===== src/rtl/regfile_wb_pkg.sv =====
// Shared types and constants for the register-file write-back arbiter.
// The FIFO entry is one pending write: a destination register and its data.
package regfile_wb_pkg;

    localparam int REG_AW   = 5;
    localparam int DATA_W   = 32;
    localparam int NUM_REGS = 32;

    localparam logic [REG_AW-1:0] ZERO_REG = '0;

    typedef struct packed {
        logic [REG_AW-1:0] addr;
        logic [DATA_W-1:0] data;
    } wb_entry_t;

    // One-hot register mask used to build the pending-write vector.
    function automatic logic [NUM_REGS-1:0] reg_onehot(input logic [REG_AW-1:0] r);
        logic [NUM_REGS-1:0] v;
        v    = '0;
        v[r] = 1'b1;
        return v;
    endfunction

endpackage


===== src/rtl/regfile_wb_arbiter_fifo.sv =====
// Load-result FIFO for the write-back arbiter. Pointers carry one extra bit so
// that full and empty are distinguished when the index bits are equal. A
// per-slot valid bit and the slot addresses are exported so the arbiter can
// build the mask of registers that still have a queued write.
module wb_fifo
    import regfile_wb_pkg::*;
#(
    parameter int DEPTH = 4,
    localparam int AW   = $clog2(DEPTH),
    localparam int CW   = $clog2(DEPTH + 1)
) (
    input  logic                          clk,
    input  logic                          rst_n,
    input  logic                          push,
    input  logic                          pop,
    input  wb_entry_t                     din,
    output wb_entry_t                     dout,
    output logic                          full,
    output logic                          empty,
    output logic [CW-1:0]                 count,
    output logic [DEPTH-1:0]              entry_valid,
    output logic [DEPTH-1:0][REG_AW-1:0]  entry_addr
);

    wb_entry_t        mem [DEPTH];
    logic [AW:0]      wr_ptr;
    logic [AW:0]      rd_ptr;
    logic [AW-1:0]    wr_idx;
    logic [AW-1:0]    rd_idx;
    logic             push_ok;
    logic             pop_ok;

    assign wr_idx  = wr_ptr[AW-1:0];
    assign rd_idx  = rd_ptr[AW-1:0];
    assign empty   = (wr_ptr == rd_ptr);
    assign full    = (wr_ptr[AW] != rd_ptr[AW]) && (wr_idx == rd_idx);
    assign count   = wr_ptr - rd_ptr;
    assign dout    = mem[rd_idx];

    // Overflowing pushes and underflowing pops are ignored so the pointers
    // can never cross, whatever the caller does.
    assign push_ok = push && !full;
    assign pop_ok  = pop && !empty;

    // Pointer and slot-valid bookkeeping; cleared asynchronously on reset.
    always_ff @(posedge clk or negedge rst_n) begin
        if (!rst_n) begin
            wr_ptr      <= '0;
            rd_ptr      <= '0;
            entry_valid <= '0;
        end else begin
            if (pop_ok) begin
                rd_ptr              <= rd_ptr + 1'b1;
                entry_valid[rd_idx] <= 1'b0;
            end
            if (push_ok) begin
                wr_ptr              <= wr_ptr + 1'b1;
                entry_valid[wr_idx] <= 1'b1;
            end
        end
    end

    // Storage array; contents are qualified by entry_valid so it needs no reset.
    always_ff @(posedge clk) begin
        if (push_ok) begin
            mem[wr_idx] <= din;
        end
    end

    // Expose each slot's destination register for the hazard mask.
    always_comb begin
        for (int i = 0; i < DEPTH; i++) begin
            entry_addr[i] = mem[i].addr;
        end
    end

endmodule


===== src/rtl/regfile_wb_arbiter.sv =====
// Write-back arbiter owning the single register-file write port. The ALU
// (source A) has priority; load results (source B) queue in a small FIFO and
// drain whenever A does not claim the port. A registered output stage drives
// the regfile, and Pending flags every register with a write still in flight
// so decode can stall on read-after-write hazards.
//
// Handshake: a transfer on either source happens at a rising edge where
// valid and ready are both high. Ready is a function of internal state (and
// AReg for source A) only, never of valid. A source holds its payload stable
// from raising valid until the transfer.
module regfile_wb_arbiter
    import regfile_wb_pkg::*;
#(
    parameter int DEPTH  = 4,
    parameter int DATA_W = 32,
    parameter int REG_AW = 5
) (
    input  logic                         Clk,
    input  logic                         Reset_n,
    input  logic                         AValid,
    output logic                         AReady,
    input  logic [REG_AW-1:0]            AReg,
    input  logic [DATA_W-1:0]            AData,
    input  logic                         BValid,
    output logic                         BReady,
    input  logic [REG_AW-1:0]            BReg,
    input  logic [DATA_W-1:0]            BData,
    output logic [REG_AW-1:0]            WriteRegister,
    output logic [DATA_W-1:0]            WriteData,
    output logic                         RegWrite,
    output logic [NUM_REGS-1:0]          Pending,
    output logic [$clog2(DEPTH+1)-1:0]   Count
);

    wb_entry_t                     push_entry;
    wb_entry_t                     head;
    logic                          fifo_full;
    logic                          fifo_empty;
    logic [DEPTH-1:0]              slot_valid;
    logic [DEPTH-1:0][REG_AW-1:0]  slot_addr;
    logic [NUM_REGS-1:0]           qmask;

    logic                          a_fire;
    logic                          b_fire;
    logic                          a_live;
    logic                          b_live;
    logic                          bypass;
    logic                          push;
    logic                          pop;

    logic                          nxt_we;
    logic [REG_AW-1:0]             nxt_reg;
    logic [DATA_W-1:0]             nxt_data;

    wb_fifo #(
        .DEPTH       (DEPTH)
    ) u_fifo (
        .clk         (Clk),
        .rst_n       (Reset_n),
        .push        (push),
        .pop         (pop),
        .din         (push_entry),
        .dout        (head),
        .full        (fifo_full),
        .empty       (fifo_empty),
        .count       (Count),
        .entry_valid (slot_valid),
        .entry_addr  (slot_addr)
    );

    // Mask of registers that still have a load sitting in the FIFO.
    always_comb begin
        qmask = '0;
        for (int i = 0; i < DEPTH; i++) begin
            if (slot_valid[i]) begin
                qmask[slot_addr[i]] = 1'b1;
            end
        end
    end

    // A is held off while an older load to the same register is queued, so
    // the two writes can never land in the wrong order.
    assign BReady = !fifo_full;
    assign AReady = !fifo_full && !qmask[AReg];

    assign a_fire = AValid && AReady;
    assign b_fire = BValid && BReady;

    // Writes to register 0 are accepted and then dropped.
    assign a_live = (AReg != ZERO_REG);
    assign b_live = (BReg != ZERO_REG);

    // An accepted A owns the port, even when it targets register 0 and
    // therefore produces no write. Otherwise the queue head goes first, and a
    // load only skips the FIFO when nothing older is waiting.
    assign pop    = !a_fire && !fifo_empty;
    assign bypass = b_fire && !a_fire && fifo_empty;
    assign push   = b_fire && b_live && !bypass;

    assign push_entry = '{addr: BReg, data: BData};

    // Pick the source for next cycle's regfile write.
    always_comb begin
        nxt_we   = 1'b0;
        nxt_reg  = WriteRegister;
        nxt_data = WriteData;
        if (a_fire) begin
            nxt_we   = a_live;
            nxt_reg  = AReg;
            nxt_data = AData;
        end else if (!fifo_empty) begin
            nxt_we   = 1'b1;
            nxt_reg  = head.addr;
            nxt_data = head.data;
        end else if (b_fire) begin
            nxt_we   = b_live;
            nxt_reg  = BReg;
            nxt_data = BData;
        end
    end

    // Output stage; address and data hold their last values on idle cycles.
    always_ff @(posedge Clk or negedge Reset_n) begin
        if (!Reset_n) begin
            RegWrite      <= 1'b0;
            WriteRegister <= '0;
            WriteData     <= '0;
        end else begin
            RegWrite <= nxt_we;
            if (nxt_we) begin
                WriteRegister <= nxt_reg;
                WriteData     <= nxt_data;
            end
        end
    end

    // Pending covers both queued loads and the write in the output stage.
    always_comb begin
        Pending = qmask;
        if (RegWrite) begin
            Pending = qmask | reg_onehot(WriteRegister);
        end
    end

endmodule


===== config.mk =====
export PLATFORM = sky130hd
export DESIGN_NAME = regfile_wb_arbiter
export DESIGN_NICKNAME = d
export VERILOG_FILES = /design/src/rtl/regfile_wb_pkg.sv /design/src/rtl/regfile_wb_arbiter_fifo.sv /design/src/rtl/regfile_wb_arbiter.sv
export SDC_FILE = /design/constraint.sdc
export NUM_CORES = 1
export LEC_CHECK = 0
export CORE_MARGIN = 5
export CORE_UTILIZATION = 54
export CTS_CLUSTER_SIZE = 25
export DETAILED_ROUTE_END_ITERATION = 16
export GPL_TIMING_DRIVEN = 0
export PLACE_DENSITY_LB_ADDON = 0.12
export SYNTH_ARGS = -nofsm -noshare
export SYNTH_HDL_FRONTEND = slang
export SYNTH_SLANG_ARGS = --single-unit

===== constraint.sdc =====
create_clock -name Clk -period 4.45 [get_ports Clk]
set_input_delay 0.6675 -clock Clk [delete_from_list [all_inputs] [get_ports Clk]]
set_output_delay 0.6675 -clock Clk [all_outputs]
set_load 0.01 [all_outputs]

### Word-level counts from Yosys, hierarchy flattened

Memories as Yosys holds them, arrays and structs flattened.
Cells that the tools add are included.

* bitwise gates (word level): 7
* multiplexer cells: 34
* equality and inequality tests: 4
* $lt $le $gt $ge: 15
* reductions and logical operators: 26
* add/subtract/negate cells: 3

Operators by type and width (count)
* $mux 32: 8
* $or 32x32->32: 4
* $lt 5x6->1 const B: 6
* $demux 1 s5: 5
* $ge 5x1->1 const B: 5
* $logic_and 1x1->1: 18
* $mux 5: 3
* $mux 1: 13
* $reduce_bool 5->1: 2
* $mux 4: 2
* $add 3x1->3 const B: 2
* $lt 2x3->1 const B: 2
* $bmux 1 s5: 1
* $logic_not 1->1: 5
* $and 4x4->4: 1
* $demux 1 s2: 2
* $ge 2x1->1 const B: 2
* $not 4->4: 1
* $or 4x4->4: 1
* $eq 3x3->1: 1
* $ne 3x1->1 const B: 1
* $sub 3x3->3: 1
* $eq 2x2->1: 1
* $reduce_and 2->1: 1
* $ne 1x1->1: 1

* logic and storage cells: 96
* memories: 1
* input port bits: 78
* RAM bits: 148
* bits in registers: 48

Memories
* u_fifo.mem: words 4, bits a word 37, read ports 5, clocked after memory_dff 0, wr ports 1, line regfile_wb_arbiter_fifo.sv:25 `wb_entry_t mem [DEPTH];`

### Logic depth before layout (Yosys ltp)

Gate-level depths: netlist of run 1.

* depth after elaboration: 24
* mapped depth: 15
* mapped depth without buffers: 11

### Hierarchy

A second synthesis of run 1 with hierarchy kept.

* cell total of the unflattened synthesis: 812
* area, all modules: 10397.5 um^2

By module, submodules not included
* wb_fifo: seq. area each 4694.5 um^2, instances 1, area each 6143.4 um^2, cells an instance 273
* regfile_wb_arbiter: seq. area each 950.9 um^2, instances 1, area each 4254.1 um^2, cells an instance 539

### Least setup slack after synthesis of run 1

OpenSTA, ideal clock, no wires.

* kind: register to register
* from: register u_fifo.rd_ptr[1]
* to: memory u_fifo.mem[3][0] in the netlist's numbering (enable)
* slack: 0.842 ns
* setup time: 0.382 ns
* buffers on the path: 2
* cell stages (with the launch flop): 13
* period minus slack after synthesis: 3.608 ns
* arrival time: 3.226 ns
* cells stage by stage: dfrtp_1 > clkbuf_1 > buf_1 > inv_1 > ha_1 > nand2_1 > nor2_1 > nor2_1 > o311ai_0 > nor4_2 > nand4_2 > o21ai_4 > o21ba_2

* word-level cells in the longest chain between the ends: 13
* elaborated cells on any way between the ends: 16
* classes of those cells: eq/ne: 2; mux: 2; reduce/logical: 12

RTL lines
* from (decl): line regfile_wb_arbiter_fifo.sv:27 `logic [AW:0] rd_ptr;`
* from (signal assigned): line regfile_wb_arbiter_fifo.sv:53 `rd_ptr <= rd_ptr + 1'b1;`
* $eq 2x2->1: line regfile_wb_arbiter_fifo.sv:36 `assign full = (wr_ptr[AW] != rd_ptr[AW]) && (wr_idx == rd_idx);`
* $logic_and 1x1->1: line regfile_wb_arbiter_fifo.sv:36
* $logic_not 1->1: line regfile_wb_arbiter_fifo.sv:42, regfile_wb_arbiter.sv:83, regfile_wb_arbiter.sv:84
* $logic_and 1x1->1: line regfile_wb_arbiter.sv:84 `assign AReady = !fifo_full && !qmask[AReg];`
* $logic_and 1x1->1: line regfile_wb_arbiter.sv:86 `assign a_fire = AValid && AReady;`
* $logic_not 1->1: line regfile_wb_arbiter.sv:97 `assign bypass = b_fire && !a_fire && fifo_empty;`
* $logic_and 1x1->1 (2 in a row): line regfile_wb_arbiter.sv:97
* $logic_not 1->1: line regfile_wb_arbiter.sv:98 `assign push = b_fire && b_live && !bypass;`
* $logic_and 1x1->1: line regfile_wb_arbiter.sv:98
* $logic_and 1x1->1 *: line regfile_wb_arbiter_fifo.sv:42 `assign push_ok = push && !full;`
* $mux 1 *: line regfile_wb_arbiter_fifo.sv:65 `if (push_ok) begin`
* $mux 1 (not written as such) *: line regfile_wb_arbiter_fifo.sv:66 `mem[wr_idx] <= din;`
* to (decl): line regfile_wb_arbiter_fifo.sv:25

Mark *: on every way between the ends. The rest lies on a longest branch, timed or not.

### Final worst setup path of run 1

* from: input port AReg[0]
* to: memory u_fifo.mem[0][17] in the netlist's numbering (enable)

* word-level cells in the longest chain between the ends: 13

RTL lines
* from (decl): line regfile_wb_arbiter.sv:22 `input logic [REG_AW-1:0] AReg,`
* $bmux 1 s5: line regfile_wb_arbiter.sv:84
* $mux 1 (not written as such): line regfile_wb_arbiter.sv:84
* $logic_not 1->1: line regfile_wb_arbiter.sv:84
* $logic_and 1x1->1: line regfile_wb_arbiter.sv:84
* $logic_and 1x1->1: line regfile_wb_arbiter.sv:86
* $logic_not 1->1: line regfile_wb_arbiter.sv:97
* $logic_and 1x1->1 (2 in a row): line regfile_wb_arbiter.sv:97
* $logic_not 1->1: line regfile_wb_arbiter.sv:98
* $logic_and 1x1->1: line regfile_wb_arbiter.sv:98
* $logic_and 1x1->1: line regfile_wb_arbiter_fifo.sv:42
* $mux 1: line regfile_wb_arbiter_fifo.sv:65
* $mux 1 (not written as such): line regfile_wb_arbiter_fifo.sv:66

No other way between the ends. The select of a mux whose other input is x is not followed.

==> impl_metrics.yaml, run 1 <==
detailed_routing:
  via_per_inst: 6.39
  vias: 7320
  wl_per_cell_um: 24.5
  drc: 0
  ant_nets: 0
  dr.pass1.iters: 6
  drt_iter0_markers: 845
  wl_um: 28000
placed_design:
  dpl_cell_area_mm2: 0.0116
  dp_cells: 1113
  port_buffers: 151
  finalWeightedCongestion: 0.915
  dp_hpwl_um: 19800
die:
  die_area_mm2: 0.0208
  initial_core_util: 0.547
  die_w_um: 144
  row_count: 49
  core-area_mm2: 0.0178
  ios: 153
  die_height_um: 144
global_routing:
  use_met2: 0.465
  gr-usage-met1: 0.347
  grt_max_degree: 40
  grt_util_met3: 0.0479
  grt_pass1_vias: 7505
  top_usage_layer: "met2"
  grt_pass1_wl_um: 42700
  grt_usage: 0.273
  overflow: 0
  grt_antenna_before_repair: 0
worst_setup_path:
  slowest_delay_ps: 1040
  cp.arrival_ps: 4410
  crit_required_ps: 4490
  critical_path_class: "input pin to register"
  crit_family: "compound AO/OA/AOI/OAI gates"
  path_buf_inv: 2
  crit_cells: 8
  reg2reg_depth: 12
  end_kind: "register"
  cp_cell_sequence: "clkdlybuf4s50_1 > clkbuf_1 > nor2b_1 > a211oi_1 > o2111ai_1 > nand4_1 > o21ai_4 > o21ba_2"
  cp_slowest_cell: "o21ba_2"
  worst_setup_path_start_kind: "input pin"
  cp_max_fo: 38
layout:
  final_cell_mix: "150 x clkdlybuf4s50_1, 148 x edfxtp_1, 79 x inv_1, 50 x o22ai_1, 48 x dfrtp_1"
  fin_area_mm2: 0.0122
  n_antenna_cell: 0
  final_net_count: 992
  mostFrequentLayoutCell: "clkdlybuf4s50_1"
  area_growth_pct: 25.0
  drive_gt1_frac: 0.114
  fill_cells: 1244
  fin_cells: 1145
status:
  outcome: "finished, final reports clean"
sta:
  worstMarginPinSlew_ps: 1240
  maxSlewViolCount: 0
  fin_crit_sh: 0.983
  rsz0062_at_grt: "yes"
  fin_worst_skew_ps: 11.6
  hold_violations: 0
  relSlewSlack: 0.173
  tns_ps: 0
  fmax_ghz: 0.229
  setup_viol: 0
  period_minus_slack_ps: 4370
cts:
  cts_tree: "done"
  cts_resized: 4
  hold_buffers: 0
  ctsRootBufferMaster: "clkbuf_16"
  clk-insertion-delay-late_ps: 430
  clkSinkCount: 196
  htreeDepth: 4
  clk_pin_slew_ps: 80
  ctsLongestPathBuffers: 2
  cts_buffers: 17
  post-cts-setup-buffer-count: 0
logic_synthesis:
  syn_area_per_cell_um2: 13.3
  synth-seq-cells: 196
  synth-main-ff-cell: "edfxtp_1"
  yosys_warnings: 0
  synth_nets: 821
  ys_seq_area_frac: 0.579
  synth_edf_count: 148
  syn_inst: 732
  ys_types: 60
  async_flop_share: 0.245
  synthesis.area_mm2: 0.00975
worst_hold_path:
  hold_class: "input pin to asynchronous set/reset pin"
pwr:
  power_leakage_uw: 0.00455
  powerDensity_mw_per_mm2: 681
  vdd_drop_max_mv: 0.564
flow_run:
  drv_cap: 0
==> final cells by class <==
class,instances,area (um^2),share of cell area
Buffer,40,196,0.0161
Sequential cell,196,5650,0.463
Inverter,79,297,0.0243
Tap cell,229,287,0.0235
Clock inverter,14,179,0.0147
Clock buffer,18,429,0.0352
Multi-Input combinational cell,417,3630,0.298
Timing Repair Buffer,152,1530,0.125
==> registers in the layout (all words and copies together), names as in the netlist <==
register            cells
u_fifo.wr_ptr           3
WriteData              32
u_fifo.entry_valid      4
RegWrite                1
u_fifo.rd_ptr           3
WriteRegister           5
u_fifo.mem            148
==> worst register-to-register path: stages (launching register included) <==
cell and delay, ps:
dfrtp_1 480, clkbuf_4 300, buf_4 240, inv_1 110
ha_1 330, nand2_1 70, nor2_1 110, nor2_1 120
o311ai_0 170, nor4_2 410, nand4_2 190, o21ai_4 180
o21ba_2 1040
==> through the flow <==
| step | setup WS, ps | util | hold WS [ps] | power (uW) |
|---|---|---|---|---|
| after floorplan | 842 | - | 372 | 5180 |
| after global placement | -423 | 0.647 | 477 | 6630 |
| after detailed placement | -508 | 0.648 | 476 | 6740 |
| after CTS | 51.1 | 0.683 | 218 | 8330 |
| after global routing | -101 | 0.683 | 232 | 8760 |
| final | 77.5 | 0.683 | 220 | 8300 |
==> power breakdown <==
part	switching (uW)	internal (uW)	leakage [uW]	total (uW)
Clock	735	811	0.000296	1550
Combinational	2060	1790	0.00235	3850
Sequential	305	2590	0.00190	2900
Total	3100	5200	0.00455	8300
==> routing by layer <==
metal / share of wire / wire [um] / vias up
met2: 0.51 / 14400 / 351
met4: 0.036 / 1020 / 0
met1: 0.39 / 11000 / 3666
li1: - / - / 3243
met5: 0 / 0 / -
met3: 0.059 / 1650 / 60
==> kinds of logic (layout without fill, tap and decap cells) <==
kind of cell,Yosys count,count (layout),share of synthesized area
flip-flops,196,196,0.579
AND/OR/NAND/NOR,167,167,0.102
AO/OA/AOI/OAI,157,157,0.121
buffers and inverters,119,303,0.0498
multiplexers,76,76,0.128
adder cells (fa/ha/maj),11,11,0.0149
XOR/XNOR,6,6,0.00539
==> cells in the mapped netlist, types with 8 or more instances <==
cell | count | area share
a221oi_1 | 9 | 0.0081
a222oi_1 | 32 | 0.033
clkbuf_1 | 26 | 0.010
dfrtp_1 | 48 | 0.12
edfxtp_1 | 148 | 0.46
ha_1 | 10 | 0.013
inv_1 | 79 | 0.030
mux2i_1 | 35 | 0.036
mux4_2 | 38 | 0.088
nand2_1 | 26 | 0.010
nand2b_1 | 12 | 0.0077
nand3_1 | 15 | 0.0077
nand4b_1 | 12 | 0.011
nor2_1 | 37 | 0.014
nor2b_1 | 8 | 0.0051
nor3_1 | 14 | 0.0072
o21ai_0 | 31 | 0.016
o22ai_1 | 50 | 0.032
==> worst paths after layout <==
path / start / end / slack [ps]
worst max register to register: u_fifo.rd_ptr[1] / u_fifo.mem[0][17] / 310
max in group asynchronous: Reset_n / WriteData[13] / 3660
worst max-delay path: AReg[0] / u_fifo.mem[0][17] / 80
worst min register to register: u_fifo.wr_ptr[2] / u_fifo.wr_ptr[2] / 490
worst min-delay path: Reset_n / WriteData[30] / 220
min in group Clk: u_fifo.wr_ptr[2] / u_fifo.wr_ptr[2] / 490
Note: power is estimated with default switching activity, not from simulation.
==> run 2: changes to the inputs <==
--- a/config.mk
+++ b/config.mk
@@ -5,12 +5,14 @@
 export SDC_FILE = /design/constraint.sdc
 export NUM_CORES = 1
 export LEC_CHECK = 0
+export CAP_MARGIN = 20
 export CORE_MARGIN = 5
 export CORE_UTILIZATION = 54
 export CTS_CLUSTER_SIZE = 25
 export DETAILED_ROUTE_END_ITERATION = 16
 export GPL_TIMING_DRIVEN = 0
 export PLACE_DENSITY_LB_ADDON = 0.12
+export SETUP_SLACK_MARGIN = 0.1
 export SYNTH_ARGS = -nofsm -noshare
 export SYNTH_HDL_FRONTEND = slang
 export SYNTH_SLANG_ARGS = --single-unit
==> constraint.sdc (replaced) <==
create_clock -name Clk -period 4.2 [get_ports Clk]
set_input_delay 0.63 -clock Clk [delete_from_list [all_inputs] [get_ports Clk]]
set_output_delay 0.63 -clock Clk [all_outputs]
set_load 0.01 [all_outputs]
==> run 2 against run 1 <==
Net effect: critical path depth increased by 1; non-clock buffer count is 4 higher; wire length up 0.46%; final cell count is 0.35% higher; power rose by 7.2%; clock power increased by 7%; sequential share of layout area decreased by 0.36 points; largest power group unchanged.
==> impl_metrics.yaml, run 2 (same netlist as run 1, synthesis figures left out) <==
detailed_routing:
  ant_nets: 0
  via_per_inst: 6.44
  vias: 7403
  wl_per_cell_um: 24.5
  dr.pass1.iters: 7
  drc: 0
  drt_iter0_markers: 833
  wl_um: 28100
layout:
  n_antenna_cell: 0
  drive_gt1_frac: 0.122
  largest_reg_flops: 148
  top_regs: "u_fifo.mem: 148 flops, WriteData: 32 flops, WriteRegister: 5 flops"
  largest-register: "u_fifo.mem"
  fin_area_mm2: 0.0123
  mostFrequentLayoutCell: "clkdlybuf4s50_1"
  area_growth_pct: 26.0
  final_net_count: 996
  final_cell_mix: "150 x clkdlybuf4s50_1, 148 x edfxtp_1, 79 x inv_1, 50 x o22ai_1, 47 x dfrtp_1"
pwr:
  power_leakage_uw: 0.00459
  powerDensity_mw_per_mm2: 724
  total_power_uw: 8900
  vdd_drop_max_mv: 0.552
sta:
  final.setup.worst_slack_ps: 234
  setup_viol: 0
  relSlewSlack: 0.413
  period_minus_slack_ps: 3970
  worstMarginPinSlew_ps: 881
  fmax_ghz: 0.252
  rsz0062_at_grt: "no"
  fin_crit_sh: 0.944
  fin_worst_skew_ps: 13.0
  maxSlewViolCount: 0
  whs_ps: 187
  hold_violations: 0
global_routing:
  grt_pass1_vias: 7606
  grt_max_degree: 29
  grt_usage: 0.277
  grt_antenna_before_repair: 0
  overflow: 0
  grt_pass1_wl_um: 43400
worst_setup_path:
  cp_slowest_cell: "clkdlybuf4s50_1"
  end_kind: "primary output"
  crit_required_ps: 3570
  startpoint: "u_fifo.mem[2][33]"
  crit_family: "buffers and inverters"
  worst_setup_path_start_kind: "register"
  path_buf_inv: 2
  cp.arrival_ps: 3340
  cp_cell_sequence: "nand2b_1 > clkbuf_1 > o22ai_1 > a221oi_1 > a2111oi_1 > nor4_2 > nand3_1 > nand2_1 > clkdlybuf4s50_1"
  slowest_delay_ps: 540
  timing.rr.start: "u_fifo.mem[2][33]"
  critical_path_class: "register to primary output"
  cp_max_fo: 8
die:
  die_w_um: 144
  initial_core_util: 0.547
  die_area_mm2: 0.0208
  die_height_um: 144
  row_count: 49
  core-area_mm2: 0.0178
  ios: 153
worst_hold_path:
  hold_class: "input pin to asynchronous set/reset pin"
cts:
  cts_buffers: 17
  clk_pin_slew_ps: 80
  clkSinkCount: 196
  clk-insertion-delay-late_ps: 430
  ctsRootBufferMaster: "clkbuf_16"
  ctsLongestPathBuffers: 2
  cts_tree: "done"
  hold_buffers: 0
  htreeDepth: 4
placed_design:
  pre_cts_ws_ps: -735
  finalWeightedCongestion: 0.915
  port_buffers: 151
  dp_hpwl_um: 20200
  dpl_cell_area_mm2: 0.0117
flow_run:
  drv_cap: 0
status:
  outcome: "finished, final reports clean"
run 2: layer usage:
layer / part of all wire / track usage / wire length, um / vias to the layer above
li1: - / - / - / 3241
met1: 0.39 / 0.354 / 10900 / 3699
met2: 0.50 / 0.460 / 14200 / 410
met3: 0.070 / 0.0483 / 1970 / 53
met4: 0.038 / 0.133 / 1070 / 0
met5: 0 / 0 / 0 / -
run 2: path summary, 6_finish.rpt:
| check | to | slack [ps] | depth (start not counted) |
|---|---|---|---|
| worst min-delay path | WriteData[30] | 190 | 1 |
| worst max register to register | WriteData[17] | 380 | 13 |
| worst min register to register | u_fifo.wr_ptr[2] | 490 | 1 |
| min in group Clk | u_fifo.wr_ptr[2] | 490 | 1 |
| worst max-delay path | AReady | 230 | 9 |
| max in group asynchronous | u_fifo.rd_ptr[1] | 3440 | 2 |
run 2: metrics by stage:
step,setup TNS (ps),util,cells
global route,0,0.689,1149
detailed placement,-67450,0.653,1117
CTS,0,0.689,1150
floorplan,0,-,732
finish,0,0.689,1149
global placement,-121180,0.647,1112
run 2: final cells by class:
type	count	area, um^2
multi-input combinational	417	3630
tap	229	287
fill	1258	5550
clock inverter	14	181
sequential	196	5650
timing repair buffer	157	1620
clock buffer	18	429
buffer	39	196
inverter	79	297
run 2: report_power, final:
group / switching [uW] / total, uW / internal (uW)
Sequential: 325 / 3060 / 2740
Combinational: 2220 / 4180 / 1950
Clock: 794 / 1660 / 861
run 2: worst register-to-register path, cell delays in order, from the launching register on:
cell and delay, ps:
edfxtp_1 480, nand2b_1 110, clkbuf_1 400, o22ai_1 160
a221oi_1 410, a2111oi_1 170, nor4_2 350, buf_4 170
nand4_2 140, o21ai_4 170, mux2_4 340, buf_6 150
buf_6 160, a222oi_1 460
run 2: repair_timing:
item                       in CTS  in global routing
setup buffers                   1                  0
pin swaps                       1                  1
gates resized for setup         7                  3
setup endpoints to repair     197                 39
